===== config.mk =====
export PLATFORM = sky130hd
export DESIGN_NAME = dac_stream_ctrl
export DESIGN_NICKNAME = d
export VERILOG_FILES = /design/src/rtl/dac_stream_ctrl.sv
export SDC_FILE = /design/constraint.sdc
export NUM_CORES = 1
export LEC_CHECK = 0
export ABC_AREA = 1
export ABC_CLOCK_PERIOD_IN_PS = 3000
export CAP_MARGIN = 20
export CORE_MARGIN = 2
export CORE_UTILIZATION = 55
export DETAILED_ROUTE_END_ITERATION = 8
export PLACE_DENSITY_LB_ADDON = 0.15
export SYNTH_ARGS = -nofsm -noshare
export SYNTH_HDL_FRONTEND = slang
export SYNTH_SLANG_ARGS = --single-unit

===== constraint.sdc =====
create_clock -name Clk -period 3 [get_ports Clk]
set_input_delay 0.3 -clock Clk [delete_from_list [all_inputs] [get_ports Clk]]
set_output_delay 0.3 -clock Clk [all_outputs]
set_load 0.01 [all_outputs]

===== src/rtl/dac_stream_ctrl.sv =====
// dac_stream_ctrl: sample-rate front end for dac_nano.
// Buffers producer samples in a small FIFO, releases one sample every
// rate_div+1 clocks, and ramps the output to midscale on mute/disable so
// the analog output never steps.
module dac_stream_ctrl #(
  parameter int DW        = 16,
  parameter int DEPTH     = 8,
  parameter int PRIME     = 4,
  parameter int RAMP_STEP = 256,
  parameter int DIV_W     = 16
) (
  input  logic                     Clk,
  input  logic                     Reset_n,
  input  logic                     enable,
  input  logic                     mute,
  input  logic [DIV_W-1:0]         rate_div,
  input  logic [DW-1:0]            s_data,
  input  logic                     s_valid,
  output logic                     s_ready,
  output logic [DW-1:0]            DACin,
  output logic                     tick,
  output logic                     underrun,
  output logic [7:0]               underrun_cnt,
  output logic [$clog2(DEPTH):0]   level,
  output logic [2:0]               state
);

  localparam int AW = $clog2(DEPTH);
  localparam int LW = AW + 1;

  // Midscale in excess-2^(DW-1) code is the analog zero.
  localparam logic [DW-1:0] MID       = {1'b1, {(DW-1){1'b0}}};
  localparam logic [DW:0]   MID_X     = {1'b0, MID};
  localparam logic [DW:0]   STEP      = (DW+1)'(RAMP_STEP);
  localparam logic [LW-1:0] PRIME_LVL = LW'(PRIME);
  localparam logic [LW-1:0] FULL_LVL  = LW'(DEPTH);

  typedef enum logic [2:0] {
    S_IDLE  = 3'd0,
    S_PRIME = 3'd1,
    S_RUN   = 3'd2,
    S_RAMP  = 3'd3,
    S_MUTED = 3'd4
  } state_e;

  state_e           state_q, state_d;
  logic [DW-1:0]    dac_q, dac_d;
  logic [DIV_W-1:0] cnt_q, cnt_d;
  logic [AW-1:0]    wr_ptr_q, wr_ptr_d;
  logic [AW-1:0]    rd_ptr_q, rd_ptr_d;
  logic [LW-1:0]    level_q, level_d;
  logic [7:0]       ucnt_q, ucnt_d;
  logic [DW-1:0]    mem_q [DEPTH];

  logic             counting;
  logic             tick_w;
  logic             empty;
  logic             full;
  logic             push;
  logic             pop;
  logic             underrun_w;
  logic [DW-1:0]    head;
  logic [DW:0]      ramp_dn;
  logic [DW:0]      ramp_up;
  logic [DW-1:0]    ramp_val;

  // Handshake and sample-rate strobes, all derived from registered state.
  always_comb begin
    counting   = (state_q == S_RUN) || (state_q == S_RAMP) || (state_q == S_MUTED);
    // >= so that shrinking rate_div mid-count ticks at once instead of
    // wrapping the whole counter.
    tick_w     = counting && (cnt_q >= rate_div);
    empty      = (level_q == '0);
    full       = (level_q == FULL_LVL);
    s_ready    = !full && (state_q != S_IDLE);
    push       = s_valid && s_ready;
    // Every tick drains a sample when one exists, in all counting states,
    // so the producer sees a steady rate even while muted or ramping.
    pop        = tick_w && !empty;
    underrun_w = tick_w && empty && (state_q == S_RUN);
    head       = mem_q[rd_ptr_q];
  end

  // Next ramp code: one extra bit keeps the step from wrapping past 0 or
  // the top code, then the result is clamped at midscale.
  always_comb begin
    ramp_dn  = {1'b0, dac_q} - STEP;
    ramp_up  = {1'b0, dac_q} + STEP;
    ramp_val = MID;
    if (dac_q > MID) begin
      if (ramp_dn > MID_X) ramp_val = ramp_dn[DW-1:0];
    end else begin
      if (ramp_up < MID_X) ramp_val = ramp_up[DW-1:0];
    end
  end

  // Divider: free-runs only while the output is live.
  always_comb begin
    cnt_d = '0;
    if (counting) begin
      if (tick_w) cnt_d = '0;
      else        cnt_d = cnt_q + DIV_W'(1);
    end
  end

  // FIFO pointers and occupancy; IDLE flushes everything each cycle.
  always_comb begin
    wr_ptr_d = wr_ptr_q + AW'(push);
    rd_ptr_d = rd_ptr_q + AW'(pop);
    level_d  = level_q + LW'(push) - LW'(pop);
    if (state_q == S_IDLE) begin
      wr_ptr_d = '0;
      rd_ptr_d = '0;
      level_d  = '0;
    end
  end

  // Control FSM: state transitions, output code and underrun count.
  always_comb begin
    state_d = state_q;
    dac_d   = dac_q;
    ucnt_d  = ucnt_q;
    unique case (state_q)
      S_IDLE: begin
        dac_d = MID;
        if (enable) begin
          state_d = S_PRIME;
          ucnt_d  = '0;
        end
      end
      S_PRIME: begin
        if (!enable)                     state_d = S_IDLE;
        else if (level_q >= PRIME_LVL)   state_d = mute ? S_MUTED : S_RUN;
      end
      S_RUN: begin
        if (pop) dac_d = head;
        if (underrun_w && (ucnt_q != 8'hFF)) ucnt_d = ucnt_q + 8'd1;
        if (!enable || mute) state_d = S_RAMP;
      end
      S_RAMP: begin
        if (tick_w) dac_d = ramp_val;
        // Ramp always completes before leaving, even if mute drops mid-way.
        if (dac_q == MID) begin
          if (!enable)   state_d = S_IDLE;
          else if (mute) state_d = S_MUTED;
          else           state_d = S_RUN;
        end
      end
      S_MUTED: begin
        dac_d = MID;
        if (!enable)   state_d = S_IDLE;
        else if (!mute) state_d = S_RUN;
      end
      default: begin
        state_d = S_IDLE;
        dac_d   = MID;
      end
    endcase
  end

  // State registers with synchronous active-low reset.
  always_ff @(posedge Clk) begin
    if (!Reset_n) begin
      state_q  <= S_IDLE;
      dac_q    <= MID;
      cnt_q    <= '0;
      wr_ptr_q <= '0;
      rd_ptr_q <= '0;
      level_q  <= '0;
      ucnt_q   <= '0;
    end else begin
      state_q  <= state_d;
      dac_q    <= dac_d;
      cnt_q    <= cnt_d;
      wr_ptr_q <= wr_ptr_d;
      rd_ptr_q <= rd_ptr_d;
      level_q  <= level_d;
      ucnt_q   <= ucnt_d;
    end
  end

  // Sample storage; contents are don't-care until pushed, so no reset.
  always_ff @(posedge Clk) begin
    if (push) mem_q[wr_ptr_q] <= s_data;
  end

  assign DACin        = dac_q;
  assign tick         = tick_w;
  assign underrun     = underrun_w;
  assign underrun_cnt = ucnt_q;
  assign level        = level_q;
  assign state        = state_q;

endmodule


Yosys cells after proc, flatten, opt, wreduce, memory -nomap -nowiden
Memories as Yosys holds them, arrays and structs flattened. A register that Yosys moved wholly into a read port is not among the register bits. Index checks and enable logic that the tools add are counted.

$add $sub $neg: 8. Magnitude comparators: 5. Equal/unequal tests: 15. Mux-type cells: 22. Bitwise gates (word level): 3. Reduce and logical (&&, ||, !) cells: 22.

Operators with widths (number): 2-to-1 mux 16 bit (5); one-hot mux 16 bit (3 select lines) (1); 2-to-1 mux 3 bit (10); adder 16 x 9 -> 17 bit, second input constant (1); > comparator 17 x 16 -> 1 bit, second input constant (1); < comparator 17 x 16 -> 1 bit, second input constant (1); subtractor 16 x 9 -> 17 bit, second input constant (1); adder 16 x 1 -> 16 bit, second input constant (1); == test 16 bit, second input constant (1); >= comparator 16 bit (1); > comparator 16 bit, second input constant (1); 2-to-1 mux 8 bit (2); one-hot mux 8 bit (2 select lines) (1); one-hot mux 3 bit (5 select lines) (1); adder 8 x 1 -> 8 bit, second input constant (1); inequality test 8 bit, second input constant (1); logical AND 1 bit (7); adder 3 x 1 -> 3 bit (2); == test 3 x 2 -> 1 bit, second input constant (2); inequality test 2 x 1 -> 1 bit, second input constant (3); inequality test 2 bit, second input constant (3); inequality test 3 bit, second input constant (2); AND reduction 3 bit (2); AND reduction 5 bit (1); other kinds (16) (23).

Bits in registers: 53. RAM bits: 128. Input port bits: 37. Output and inout port bits: 34. Word-level logic and storage cells: 83. Memories: 1.

Memory list: mem_q (depth 8, bits a word 16, rd ports 1, clocked after Yosys merged registers in 1, wr ports 1, line 53) `logic [DW-1:0] mem_q [DEPTH];`.

Longest topological paths before layout
Depth in word-level cells: 9. Gate-level depth with buffers: 19. Depth with buffers taken out: 19.

Worst setup path before layout
No wires, ideal clock.

Path type: reg2reg. From: reg cnt_q[9]. To: reg level_q[2] (netlist: level[2]). Setup time: 0.123 ns. Arrival time: 2.308 ns. Required time: 2.877 ns. Path slack: 0.569 ns. Cell stages (with the launch flop): 16. Path buffers: 0. Period minus slack after synthesis: 2.431 ns. Cells stage by stage: dfxtp_1 ha_1 nand2_1 inv_1 o21bai_1 a21oi_1 nor2_1 nand2_2 nand3_2 inv_1 ha_1 inv_1 ha_1 fa_1 xnor2_1 nor2_1.

Longest elaborated chain between the ends: 4.

RTL lines: from (decl) (line 48) `logic [DIV_W-1:0] cnt_q, cnt_d;`; from (signal assigned) (line 174) `cnt_q <= cnt_d;`; >= comparator 16 bit (line 72) `tick_w = counting && (cnt_q >= rate_div);`; logical AND 1 bit (line 72); logical AND 1 bit (line 79) `pop = tick_w && !empty;`; subtractor 4 x 1 -> 4 bit (line 110) `level_d = level_q + LW'(push) - LW'(pop);`; to (signal assigned) (line 177) `level_q <= level_d;`; to (decl) (line 51) `logic [LW-1:0] level_q, level_d;`.

No other way between the ends. A chain may end at the register's enable or synchronous reset.

Worst setup path after layout
From: reg cnt_q[3]. To: out tick.

Longest elaborated chain between the ends: 2.

RTL lines: >= comparator 16 bit (line 72); logical AND 1 bit (line 72); to (decl) (line 21) `output logic tick,`.

No other way between the ends.

==> impl_metrics.yaml <==
worst_hold_path:
  min_path_cells: 1
  min_path_type: "reg2reg"
yosys:
  syn_avg_cell_area_sq_um: 9.628
  synth_seq_cells: 181
  yosysWarnings: 0
  syn-cell-area_sq_um: 8521
  syn_nets: 955
  ys_types: 42
  synth_top_area_frac: 0.4511
  synth_cells: 885
  synth-seq-area-share: 0.5756
  yosys-top-cells-area: "edfxtp_1 45%, dfxtp_1 12%, nor2_1 7.1%, nand2_1 5.1%, o21ai_0 5.1%"
  yosys.area.top_type: "edfxtp_1"
layout:
  seqCellArea_sq_um: 4906
  final_cell_mix: "162 x nor2_1, 128 x edfxtp_1, 115 x nand2_1"
  n_fill_cell: 1243
  nets: 1042
  layout_commonest_cell: "nor2_1"
  multiInputGateArea_sq_um: 3117
  area_delta_synth_final_pct: 18.18
  n_antenna_cell: 0
  layout.cells.non_filler: 1172
  postLayoutCoreUtil: 0.6648
  final_area_sq_um: 10070
  drive_gt1_frac: 0.1006
floorplan:
  pin_count: 71
  rows: 45
  die_x_microns: 128.5
  fp.coreArea_sq_um: 15150
  initial_core_util: 0.5626
  die-area_sq_um: 16500
  chipHeight_microns: 128.5
clock_network:
  clk_latency_ps: 430
  clock_path_buffers: 2
  cts_hold_buffers: 0
  clk_pin_slew_ps: 60
  ctsResizeCount: 0
  cts.sinks: 181
  postCtsSetupBuffers: 0
  cts-root-buf: "clkbuf_16"
  h-tree-depth: 4
  cts_made_buffers: 17
  cts_tree: "yes"
detailed_routing:
  routed_via_density: 5.485
  drtAntennaViolNets: 0
  detail_route.wl_per_cell_microns: 16.37
  drt_iter0_drc: 461
  wl_mm: 19.18
  dr_total_vias: 6429
  dr.pass1.iters: 5
  drc: 0
run_status:
  status: "finished, final reports clean"
timing:
  rsz0062_at_grt: "no"
  fin_crit_ps: 2731
  max_slew_margin: 0.5576
  tightestPinTransition_ps: 663.6
  drv_slew: 0
  fmax_mhz: 366.1
  fin_setup_tns_ps: 0
  hold_violations: 0
  finClkSkew_ps: 9.496
  post-route-period-util: 0.9104
  setup-violations-final: 0
global_routing:
  grt.total_usage: 0.2400
  grt_antenna_before_repair: 0
  overflow: 0
  grt_first_pass_wirelength_mm: 30.22
  grt_max_degree: 66
  grt_pass1_vias: 5975
worst_setup_path:
  crit_family: "buffers and inverters"
  crit_slowest_cell: "clkdlybuf4s50_1"
  crit_arrival_ps: 2430
  r2r_slack_ps: 350
  path_class: "reg2out"
  path_buf_inv: 3
  path_cells: "ha_1 > nand2_1 > o21bai_1 > nand2_1 > nand2_1 > nand2_1 > nand2_1 > nand2_2 > buf_4 > nand2_1 > inv_1 > clkdlybuf4s50_1"
  crit_required_ps: 2700
  timing.critical_path.mode_cell: "nand2_1"
  worstPathMaxFanout: 6
  critPathLaunchType: "register"
  endpoint_kind: "output pin"
  reg2regPathDepth: 15
  cp_num_cells: 12
  slowest_delay_ps: 520
power_and_ir_drop:
  powerDensity_nw_per_um2: 732.4
  p_total_w: 0.007375
  ir_drop_v: 0.0004871
  p_leak_nw: 3.829
flow_run:
  cap_viol_max_count: 0
place:
  io_buffers: 70
  hpwl_mm: 12.66
  place_inst: 1141
  placed_cell_area_sq_um: 9528
  place_congestion: 0.8825
final timing paths:
kind | startpoint | endpoint
max | cnt_q[3]$_SDFF_PP0_ | tick
min | cnt_q[0]$_SDFF_PP0_ | cnt_q[0]$_SDFF_PP0_
max reg2reg | cnt_q[9]$_SDFF_PP0_ | level[2]$_SDFF_PP0_
min reg2reg | cnt_q[0]$_SDFF_PP0_ | cnt_q[0]$_SDFF_PP0_
per-layer routing:
metal | vias up | GRT usage | wire length, microns
met5 | - | 0 | 0
met4 | 0 | 0.09308 | 441
met3 | 32 | 0.04200 | 944
met2 | 166 | 0.3949 | 9178
met1 | 3028 | 0.3205 | 8619
li1 | 3203 | - | -
logic make-up after synthesis:
logic type / after synthesis / share of synthesized area
buf+inv: 122 / 0.05859
flops: 181 / 0.5756
compound gates: 163 / 0.1104
fa+ha+maj: 33 / 0.04934
simple gates: 372 / 0.1916
xor+xnor: 14 / 0.01439
synth_stat cells, drive strengths merged:
library cell,count
o22ai,10
xor2,9
nor2,172
o221ai,18
o21a,1
o21bai,2
or2,4
ha,32
a211oi,1
a21oi,32
nor3,14
clkinv,1
inv,88
o21ai,87
clkbuf,24
buf,9
o211ai,5
and3,1
fa,1
a31oi,6
o31ai,1
nand3,39
nand4,11
dfxtp,53
nor3b,1
xnor2,5
edfxtp,128
nor4,3
nand2,127
metrics by stage:
stage	hold slack (ps)	worst slack (ps)
6_report	456.6	268.8
5_1_grt	477.6	79.03
4_1_cts	462.9	98.15
3_5_place_dp	453.9	-14.22
3_3_place_gp	430.2	13.29
2_1_floorplan	398.9	569.2
where the power goes:
part | switching [W] | leakage, nW | internal (W)
Sequential | 0.000206 | 1.59 | 0.00287
Combinational | 0.00139 | 1.99 | 0.000851
Clock | 0.000923 | 0.249 | 0.00114
Total | 0.00252 | 3.83 | 0.00486
area by class of cell:
class | instances | area share
sequential | 181 | 0.4872
multi-input combinational | 582 | 0.3095
timing repair buffer | 101 | 0.09294
clock buffer | 19 | 0.04299
inverter | 89 | 0.03342
tap | 188 | 0.02336
clock inverter | 12 | 0.01056
state kept, by name (all words and copies together), names as in the netlist:
| signal | flops |
|---|---|
| rd_ptr_q | 3 |
| underrun_cnt | 8 |
| cnt_q | 16 |
| wr_ptr_q | 3 |
| level | 4 |
| mem_q | 128 |
| state | 3 |
| DACin | 16 |
No activity file was read; power rests on OpenSTA's default activity.
==> RTL change 1 (same flow settings) <==
`DW`: 16 -> 32.
--- a/src/rtl/dac_stream_ctrl.sv
+++ b/src/rtl/dac_stream_ctrl.sv
@@ -3,7 +3,7 @@
 // rate_div+1 clocks, and ramps the output to midscale on mute/disable so
 // the analog output never steps.
 module dac_stream_ctrl #(
-  parameter int DW        = 16,
+  parameter int DW        = 32,
   parameter int DEPTH     = 8,
   parameter int PRIME     = 4,
   parameter int RAMP_STEP = 256,
Interface: changed (resized DACin and s_data); port bits go from 71 to 103. No check against the original RTL was run, so the function may have changed too.
==> RTL change 1 against the unedited design <==
Final area increased by 78%; power increased by 84%; via count increased by 80%; worst hold slack improved by 0.0073 ns; largest power group unchanged; setup slack improved by 0.021 ns; non-clock buffer count increased by 47; area after synthesis increased by 78%; first-iteration DRC count increased to 2.6 times the old value; wire length increased by 93%; sequential cell count increased by 144.
==> RTL change 1: results (changes against the unedited design) <==
Outcome
  – Status: complete, no violations (unchanged)

Synthesis
  – Synthesized Nets: 1629 (was 955)
  – Post-synth top cells: 256 x edfxtp_1, 252 x nor2_1, 242 x nand2_1, 149 x o21ai_0, 110 x inv_1 (was 162 x nor2_1, 128 x edfxtp_1, 115 x nand2_1, 86 x o21ai_0, 83 x inv_1)
  – Ys Warns: 0 (unchanged)
  – Number of synthesized flops with an enable pin: 256 (was 128)
  – Adder-cell share of the synthesized area: 2.70% (was 4.93%)
  – Register area share after synthesis: 60.0% (was 57.6%)
  – Synth top area cells: edfxtp_1 51%, dfxtp_1 9.1%, nor2_1 6.3% (was edfxtp_1 45%, dfxtp_1 12%, nor2_1 7.1%)
  – Netlist cell types: 45 (was 42)
  – Synthesized-area fraction occupied by xor and xnor cells: 2.03% (was 1.44%)
  – Post-synthesis compound-gate area fraction: 11.7% (was 11.0%)
  – Post-Syn Area per Cell: 9.80 um^2 (was 9.63 um^2)

Final layout
  – FF+latch area: 9080 um^2 (was 4910 um^2)
  – Max reg flops: 256 (was 128)
  – Share of layout cells above drive strength 1: 9.09% (was 10.1%)
  – Fin cells: 2015 (was 1172)
  – Fin nets: 1735 (was 1042)
  – Layout fillers: 2129 (was 1243)

Critical path
  – CP max-delay cell: dfxtp_2 (was clkdlybuf4s50_1)
  – CP max stage delay: 0.34 ns (was 0.52 ns)
  – WP data arrival: 2.41 ns (was 2.43 ns)
  – Critical Path Fanout Max: 5 (was 6)
  – Worst path top cell family by delay: simple AND/OR/NAND/NOR gates (was buffers and inverters)

Place
  – Number of buffers added on ports: 102 (was 70)
  – DP Wirelength: 22900 um (was 12700 um)
  – RePlAce Congestion: 0.900 (was 0.883)

STA
  – Worst Skew: 0.00939 ns (was 0.00950 ns)
  – Slew HR: 49.6% (was 55.8%)

Pwr
  – P_seq: 5.37 mW (was 3.07 mW)
  – Clock power frac: 28.3% (was 27.9%)
  – Worst VDD drop: 473 uV (was 487 uV)
  – Switching portion of total power: 34.3% (was 34.2%)
  – Leakage dissipation: 6.51 nW (was 3.83 nW)

GRT
  – Largest net degree at the start of global routing: 130 (was 66)
  – Vias in the first global route: 10900 (was 5975)
  – Initial antenna violation count: 2 (was 0)
  – First-pass GRT wire length: 58200 um (was 30200 um)
  – GRT Util Overall: 25.8% (was 24.0%)

Route
  – Via count: 11600 (was 6429)
  – Routed len/inst: 18.4 um (was 16.4 um)
  – TritonRoute pass-1 iters: 4 (was 5)
  – 1st-iter DRT viols: 1177 (was 461)

CTS
  – Clk root buf: clkbuf_16 (unchanged)
  – CTS H-tree lvls: 2 (was 4)
  – Latest clock arrival within the worst-skew pair: 0.50 ns (was 0.43 ns)
  – CTS clock-pin slew for the worst setup and hold paths: 0.06 ns (about the same)
  – Number of buffers created by CTS: 34 (was 17)
  – Max Buffers Root-to-Sink: 3 (was 2)
==> RTL change 1: worst paths after layout <==
| path | from | endpoint | slack, ns | cells after the start |
|---|---|---|---|---|
| hold / removal | cnt_q[0] | cnt_q[0] | 0.46 | 1 |
| hold reg to reg | cnt_q[0] | cnt_q[0] | 0.46 | 1 |
| setup / recovery | cnt_q[13] | underrun | 0.29 | 9 |
| setup reg to reg | cnt_q[9] | level[2] | 0.32 | 15 |
==> RTL change 1: layer usage <==
| layer | vias to the layer above | routed length [um] | global-route usage (%) |
|---|---|---|---|
| met5 | - | 14 | 0 |
| met4 | 2 | 811 | 7.95 |
| met3 | 67 | 2540 | 3.95 |
| met2 | 399 | 17600 | 42.3 |
| met1 | 5551 | 16100 | 35.8 |
| li1 | 5580 | - | - |
==> RTL change 1: stage by stage <==
stage | hold WS (ns) | area [um^2] | power (mW) | utilization (%) | setup slack (ns)
after floorplan | 0.399 | 15100 | 8.28 | - | -0.0296
after global placement | 0.450 | 16800 | 9.76 | 62.5 | -0.135
after detailed placement | 0.458 | 16800 | 9.78 | 62.5 | -0.204
after CTS | 0.472 | 17800 | 13.6 | 66.2 | 0.187
after global routing | 0.499 | 17900 | 14.3 | 66.3 | 0.0660
final | 0.464 | 17900 | 13.6 | 66.3 | 0.290
==> RTL change 1: repair_timing <==
| item | in CTS | in global routing |
|---|---|---|
| setup buffers | 0 | 1 |
| endpoints found under the setup margin | 1 | 3 |
| pin swaps | 0 | 3 |
| gates resized for setup | 2 | 7 |
| endpoints found under the hold margin | 0 | 0 |
==> RTL change 1: layout make-up <==
cell class / count / area share, %
clock buffers: 43 / 5.18
flip-flops and latches: 325 / 50.8
repair buffers: 148 / 8.70
clock inverters: 16 / 0.448
well taps: 341 / 2.39
inverters: 116 / 2.44
multi-input cells: 1025 / 30.1
diodes: 1 / 0.0140
==> RTL change 2 (same settings) <==
Without the edit above. Register the output `level` once more; this adds one clock of latency there. The other outputs are not delayed to match.
--- a/src/rtl/dac_stream_ctrl.sv
+++ b/src/rtl/dac_stream_ctrl.sv
@@ -188,7 +188,9 @@
   assign tick         = tick_w;
   assign underrun     = underrun_w;
   assign underrun_cnt = ucnt_q;
-  assign level        = level_q;
+  always_ff @(posedge Clk) begin
+    level <= level_q;
+  end
   assign state        = state_q;
 
 endmodule
Function: changed (a bounded check fails within 4 cycles, from zero or initial values and one cycle with Reset_n low).
==> RTL change 2 against the unedited design <==
Sequential cell count grew 4; synthesized cell count decreased by 0.68%; area after synthesis grew 0.59%; sequential power increased by 3%; worst hold slack lost 0.098 ns; final area barely moved; setup slack gained 0.019 ns; die area is 0.57% higher; power increased by 2.8%; wire length is 5.8% lower; largest cell class unchanged.
==> RTL change 2: results (changes against the unedited design) <==
GRT
  – Met3 usage: 3.83% (was 4.20%)
  – GRT Util Overall: 23.0% (was 24.0%)
  – Vias in the first global route: 5888 (was 5975)
  – M2 GR Usage: 37.7% (was 39.5%)
  – Met1 Use GR: 31.3% (was 32.1%)
  – First-pass GRT wire length: 29300 um (was 30200 um)

Final layout
  – Share of layout cells above drive strength 1: 9.90% (was 10.1%)
  – Fin nets: 1027 (was 1042)
  – ANT cells: 0 (unchanged)

Route
  – Vias/cell: 5.43 (was 5.49)
  – Met2 wire len: 8550 um (was 9180 um)
  – Via count: 6293 (was 6429)
  – 1st-iter DRT viols: 453 (was 461)
  – Met3 Wirelength: 937 um (was 944 um)
  – M1 WL: 8240 um (was 8620 um)
  – TritonRoute pass-1 iters: 5 (unchanged)
  – WL final: 18100 um (was 19200 um)

Place
  – DP Wirelength: 11500 um (was 12700 um)
  – Post-Place Cell Area: 9500 um^2 (was 9530 um^2)
  – RePlAce Congestion: 0.848 (was 0.883)
  – DP Worst Slack: -0.0652 ns (was -0.0142 ns)
  – Dpl cells: 1126 (was 1141)
  – Number of buffers added on ports: 70 (unchanged)

Outcome
  – Status: complete, no violations (unchanged)

Synthesis
  – Mapped Cells: 879 (was 885)
  – Adder-cell share of the synthesized area: 4.91% (was 4.93%)
  – Netlist cell types: 45 (was 42)
  – Post-synthesis compound-gate area fraction: 10.2% (was 11.0%)
  – Async SR Flop Fraction: 0% (unchanged)
  – Synthesized-area fraction occupied by xor and xnor cells: 1.43% (was 1.44%)
  – Synth top area cells: edfxtp_1 45%, dfxtp_1 13%, nor2_1 6.9% (was edfxtp_1 45%, dfxtp_1 12%, nor2_1 7.1%)
  – Synthesized Nets: 949 (was 955)
  – Register area share after synthesis: 58.2% (was 57.6%)
  – Post-synth top cells: 158 x nor2_1, 128 x edfxtp_1, 114 x nand2_1, 77 x o21ai_0, 74 x inv_1 (was 162 x nor2_1, 128 x edfxtp_1, 115 x nand2_1, 86 x o21ai_0, 83 x inv_1)

Pwr
  – Power Combinational: 2.32 mW (was 2.24 mW)
  – Leakage dissipation: 3.84 nW (was 3.83 nW)
  – Combinational power share: 30.6% (was 30.4%)
  – Worst VDD drop: 554 uV (was 487 uV)
  – Reg power frac: 41.9% (was 41.7%)
  – Switching portion of total power: 35.3% (was 34.2%)

CTS
  – Max Buffers Root-to-Sink: 2 (unchanged)
  – Latest clock arrival within the worst-skew pair: 0.43 ns (about the same)

Critical path
  – CP max-delay cell: clkdlybuf4s50_1 (unchanged)
  – Critical Path Fanout Max: 3 (was 6)
  – WP data arrival: 2.41 ns (was 2.43 ns)

STA
  – Worst Skew: 0.00789 ns (was 0.00950 ns)
  – Worst Tran Pin Value: 0.764 ns (was 0.664 ns)
[RTL change 2: cell types whose count changed in the layout (fill, tap and decap cells not counted), sizes merged, moves of 3 or more]
cell    unedited run  this run
o21ai             87        81
o221ai            18        15
inv               91        99
buf               31        19
nor3b              1         4
dfxtp             53        57
nor2             172       167
nand3             39        44
[RTL change 2: final timing paths]
check / cells after the start / startpoint / endpoint / slack [ns]
setup / recovery: 11 / rate_div[15] / tick / 0.29
hold / removal: 0 / level_q[2] / level[2] / 0.36
setup reg to reg: 17 / cnt_q[3] / level_q[2] / 0.37
hold reg to reg: 0 / level_q[2] / level[2] / 0.36
[RTL change 2: layout make-up]
| cell class | instances | area [um^2] |
|---|---|---|
| Tap cell | 188 | 235 |
| Fill cell | 1235 | 5140 |
| Sequential cell | 185 | 4990 |
| Clock inverter | 15 | 130 |
| Inverter | 90 | 338 |
| Clock buffer | 17 | 425 |
| Multi-Input combinational cell | 574 | 3110 |
| Timing Repair Buffer | 89 | 846 |
